File: src/rtl/dmem_pkg.sv
// dmem_pkg: shared FSM states and boot-constant table for data_memory_pipe.
package dmem_pkg;
    typedef enum logic {INIT, RUN} state_e;
    localparam int BOOT_COUNT = 4;
    localparam int BOOT_W = $clog2(BOOT_COUNT);
    localparam logic [7:0] BOOT_TABLE [BOOT_COUNT] = '{8'd10, 8'd7, 8'd75, 8'd9};
    function automatic logic [7:0] boot_value(input int unsigned addr, input int unsigned base);
        return (addr >= base && addr < base + BOOT_COUNT) ? BOOT_TABLE[BOOT_W'(addr - base)] : 8'd0;
    endfunction
endpackage

File: src/rtl/dmem_rd_pipe.sv
// dmem_rd_pipe: LAT-deep valid/data/err shift register; data stages only load on valid so the output holds.
module dmem_rd_pipe #(
    parameter int DATA_W = 8,
    parameter int LAT = 1
) (
    input  logic              clock,
    input  logic              reset,
    input  logic              valid_i,
    input  logic [DATA_W-1:0] data_i,
    input  logic              err_i,
    output logic              valid_o,
    output logic [DATA_W-1:0] data_o,
    output logic              err_o
);
    logic [LAT-1:0] v_q, v_d, e_q, e_d;
    logic [LAT-1:0][DATA_W-1:0] d_q, d_d;
    always_comb begin
        v_d = v_q;
        d_d = d_q;
        e_d = e_q;
        for (int i = 0; i < LAT; i++) begin
            v_d[i] = (i == 0) ? valid_i : v_q[(i == 0) ? 0 : i - 1];
            d_d[i] = v_d[i] ? ((i == 0) ? data_i : d_q[(i == 0) ? 0 : i - 1]) : d_q[i];
            e_d[i] = v_d[i] ? ((i == 0) ? err_i : e_q[(i == 0) ? 0 : i - 1]) : e_q[i];
        end
    end
    always_ff @(posedge clock or posedge reset) begin
        if (reset) begin
            v_q <= '0;
            d_q <= '0;
            e_q <= '0;
        end else begin
            v_q <= v_d;
            d_q <= d_d;
            e_q <= e_d;
        end
    end
    assign valid_o = v_q[LAT-1];
    assign data_o  = d_q[LAT-1];
    assign err_o   = e_q[LAT-1];
endmodule

File: src/rtl/data_memory_pipe.sv
// data_memory_pipe: sync-write, pipelined-read RAM with a boot-time init sequencer.
// Requests are only accepted once the init sweep has rewritten every word.
module data_memory_pipe
    import dmem_pkg::*;
#(
    parameter int DATA_W    = 8,
    parameter int ADDR_W    = 8,
    parameter int DEPTH     = 256,
    parameter int READ_LAT  = 1,
    parameter int INIT_BASE = 100
) (
    input  logic              clock,
    input  logic              reset,
    input  logic              req_valid,
    output logic              req_ready,
    input  logic              req_write,
    input  logic [ADDR_W-1:0] req_addr,
    input  logic [DATA_W-1:0] req_wdata,
    output logic              rsp_valid,
    output logic [DATA_W-1:0] rsp_data,
    output logic              rsp_err,
    output logic              init_done
);
    localparam int PW = DEPTH > 1 ? $clog2(DEPTH) : 1;
    localparam logic [PW-1:0] LAST = PW'(DEPTH - 1);
    state_e state_q, state_d;
    logic [PW-1:0] init_ptr_q, init_ptr_d;
    logic [DATA_W-1:0] mem [DEPTH];
    logic in_range, accept;
    logic [DATA_W-1:0] rd_data;
    always_ff @(posedge clock or posedge reset) begin
        if (reset) begin
            state_q    <= INIT;
            init_ptr_q <= '0;
        end else begin
            state_q    <= state_d;
            init_ptr_q <= init_ptr_d;
        end
    end
    always_comb begin
        state_d    = (state_q == INIT && init_ptr_q == LAST) ? RUN : state_q;
        init_ptr_d = (state_q == INIT) ? init_ptr_q + 1'b1 : init_ptr_q;
    end
    assign req_ready = state_q == RUN;
    assign init_done = state_q == RUN;
    assign accept    = req_valid && req_ready;
    // One extra bit so DEPTH == 2**ADDR_W compares correctly.
    assign in_range  = {1'b0, req_addr} < (ADDR_W + 1)'(DEPTH);
    assign rd_data   = in_range ? mem[req_addr[PW-1:0]] : '0;
    always_ff @(posedge clock) begin
        if (state_q == INIT)
            mem[init_ptr_q] <= DATA_W'(boot_value(32'(init_ptr_q), INIT_BASE));
        else if (accept && req_write && in_range)
            mem[req_addr[PW-1:0]] <= req_wdata;
    end
    dmem_rd_pipe #(.DATA_W(DATA_W), .LAT(READ_LAT)) u_rd_pipe (
        .clock   (clock),
        .reset   (reset),
        .valid_i (accept && !req_write),
        .data_i  (rd_data),
        .err_i   (!in_range),
        .valid_o (rsp_valid),
        .data_o  (rsp_data),
        .err_o   (rsp_err)
    );
endmodule

File: config.mk
export PLATFORM = sky130hd
export DESIGN_NAME = data_memory_pipe
export DESIGN_NICKNAME = d
export VERILOG_FILES = /design/src/rtl/dmem_pkg.sv /design/src/rtl/dmem_rd_pipe.sv /design/src/rtl/data_memory_pipe.sv
export SDC_FILE = /design/constraint.sdc
export NUM_CORES = 2
export LEC_CHECK = 0
export CAP_MARGIN = 5
export CORE_MARGIN = 2
export CORE_UTILIZATION = 45
export CTS_BUF_LIST = sky130_fd_sc_hd__clkbuf_8
export DETAILED_ROUTE_END_ITERATION = 10
export PLACE_DENSITY_LB_ADDON = 0.15
export SLEW_MARGIN = 20
export SYNTH_ARGS = -nofsm -noshare
export SYNTH_HDL_FRONTEND = slang
export SYNTH_SLANG_ARGS = --single-unit
File: constraint.sdc
create_clock -name clock -period 28.9 [get_ports clock]
set_input_delay 8.67 -clock clock [delete_from_list [all_inputs] [get_ports clock]]
set_output_delay 8.67 -clock clock [all_outputs]
set_load 0.005 [all_outputs]
==> impl_metrics.ini <==
[sta]
fmax_mhz = 82.0
timing.setup.tns_ns = 0
actual_slew_at_the_worst_max_slew_pin_ns = 1.34
setup_viol = 0
post-route-period-util = 0.422
finalWorstPathRequiredPeriod_ns = 12.20
unrepaired_setup_endpoints_after_global_routing = no
final-hold-violation-count = 0
worst_setup_slack_after_layout_ns = 16.70
final.setup_skew_ns = 0.0758
timing.slew.headroom = 0.106
slew_violations = 0

[synthesis]
synth.mux.area_fraction = 0.150
postSynth.topFlopCell = edfxtp_1
synth_fp_nets = 3965
syn-instance-count = 3939
synth-adder-area-share = 0.000932
synth_top_family_by_area = multiplexers
post_synth_instance_area_um2 = 80600
postSynthAreaPerCell_um2 = 20.5
post_synth_edffs = 2048
synth_compound_area_frac = 0.0356
synth.ff_latch_count = 2066
synth.distinct_cells = 57
synth_simple_gate_area_frac = 0.0276
synth_async_sr_flop_share = 0.00871
synthesis.yosys.warnings = 0
yosysSeqAreaShare = 0.769
yosys.area_share.xor_xnor = 0.000761

[worst_setup_path]
cp-end-kind = register
critPathMostFrequentCell = buf_4
worst_ep_arrival_time_ns = 12.87
slowest_stage = nor2_1
critical_path_peak_fanout = 121
cp-start-kind = input pin
crit_family = simple AND/OR/NAND/NOR gates
worstSetupPathType = input pin to register
timing.critical_path.buf_inv = 4
crit_chain = buf_8 > buf_4 > buf_12 > nand3b_1 > o31ai_1 > buf_4 > nand3_2 > nor2_1
timing.critical_path.slowest_cell_delay_ns = 1.06
critPathRequiredTime_ns = 29.57

[floorplanning]
die-width_um = 427
placementRows = 155
dieHeight_um = 427
io_pins = 32
floorplan.die_area_um2 = 182000
coreArea_um2 = 178000
floorplan.initialDensity = 0.452

[cells_and_area]
finalNonFillerCells = 6786
synthToLayoutAreaGrowth_pct = 11.5
layout.cells.most_common = edfxtp_1
ratio_of_cells_with_drive_above_1_in_the_final_layout = 0.219
fillers = 14346
final_nets = 4204
most-common-layout-cells = edfxtp_1, mux4_2, clkbuf_8

[global_route]
grt_remaining_overflow = 0
antenna_found_initial = 8
grt_start_max_net_pins = 124
first_pass_grt_wire_length_um = 305000
first_global_vias = 40467
grt.total_usage = 0.237

[route]
routed-via-count = 40662
drt_drc_violations_left = 0
routed_wire_length_per_instance_um = 31.8
via_count_normalized_by_instance_count = 5.99
dr.first_iter.drc_count = 4214
drt_first_pass_iters = 5
wirelength_um = 216000
detail-route-antenna-nets = 0

[power]
powerDensity_nw_per_um2 = 63.8
power_leakage_nw = 23.6
power_mw = 5.74
vdd_drop_max_uv = 57.6

[clocking]
cts_buffers = 344
cts_buffer_depth = 4
h-tree-depth = 5
postCtsSetupRepairBufs = 0
cts_repair_resize_count = 0
clk-insertion-delay-late_ns = 1.05
buffer_type_at_the_clock_tree_root = clkbuf_8
cts.sink_count = 2066
clk_transition_reported_paths_ns = 0.06
post_cts_hold_buffer_count = 0
cts_tree = built

[place]
gp_congestion = 0.826
dp.cells = 6183
placement.io_buffers = 30
post-place-ws_ns = 15.31
hpwl_um = 129000

[flow_run]
drv.max_cap_violation_count = 0

[min_path]
min_path_type = register to register

[outcome]
status = finished, final reports clean
==> power breakdown <==
group,switching [mW],internal (mW)
Combinational,0.0925,0.0472
Clock,1.13,1.23
Sequential,0,3.24
==> layout make-up <==
| cell class | count | area, um2 | share of cell area |
|---|---|---|---|
| multi-input combinational | 1626 | 17600 | 0.196 |
| clock buffer | 354 | 4870 | 0.0542 |
| sequential | 2066 | 61900 | 0.689 |
| tap | 2355 | 2950 | 0.0328 |
| clock inverter | 231 | 1210 | 0.0135 |
| inverter | 7 | 26.3 | 0.000292 |
| timing repair buffer | 133 | 1200 | 0.0134 |
| antenna | 14 | 35.0 | 0.000390 |
==> synth_stat cells, types with 18 or more instances <==
library cell,count,area [um2]
o221ai_1,64,561
mux2i_1,304,3040
nand4_1,20,125
clkbuf_1,91,342
a22oi_1,94,706
edfxtp_1,2048,61500
o21ai_1,21,105
buf_6,24,270
o22ai_1,79,494
nand3_1,36,180
nand2_1,117,439
a21oi_1,31,155
buf_2,53,265
o21ai_0,28,140
buf_1,26,97.6
buf_4,45,338
dfrtp_1,18,450
mux4_2,398,8960
nor2_1,270,1010
==> routing by layer <==
layer | GRT usage | share of wire
met3 | 0.0430 | 0.070
met1 | 0.336 | 0.42
met4 | 0.0696 | 0.028
met2 | 0.378 | 0.48
met5 | 0 | 0.00019
==> cells by family after synthesis <==
family,after synthesis
DFF,2066
adders and majority gates,6
xor gates and xnor gates,7
AOI/OAI and AO/OA,403
muxes,706
buffers and inverters,247
and+or+nand+nor,503
other,1
==> worst paths after layout <==
| path | endpoint | slack, ns | from | cells past startpoint |
|---|---|---|---|---|
| setup / recovery | mem[137][0] | 16.70 | req_addr[0] | 8 |
| hold / removal | init_ptr_q[0] | 0.63 | init_ptr_q[0] | 1 |
| setup reg to reg | mem[218][5] | 24.16 | init_done | 4 |
| hold reg to reg | init_ptr_q[0] | 0.63 | init_ptr_q[0] | 1 |
| max in group asynchronous | u_rd_pipe.data_o[6] | 20.33 | reset | 2 |
| min in group asynchronous | u_rd_pipe.valid_o | 8.06 | reset | 2 |
==> state kept, by name (all words and copies together), names as in the netlist <==
signal and cells:
init_ptr_q 8, u_rd_pipe.valid_o 1, u_rd_pipe.data_o 8, init_done 1, mem 2048
==> through the flow <==
step	util	area [um2]	hold slack [ns]
3_5_place_dp	0.469	83600	0.617
3_3_place_gp	0.469	83500	0.598
2_1_floorplan	-	80600	0.484
5_1_grt	0.504	89800	0.653
6_report	0.504	89900	0.626
4_1_cts	0.503	89700	0.628
No activity file was read; power rests on OpenSTA's default activity.
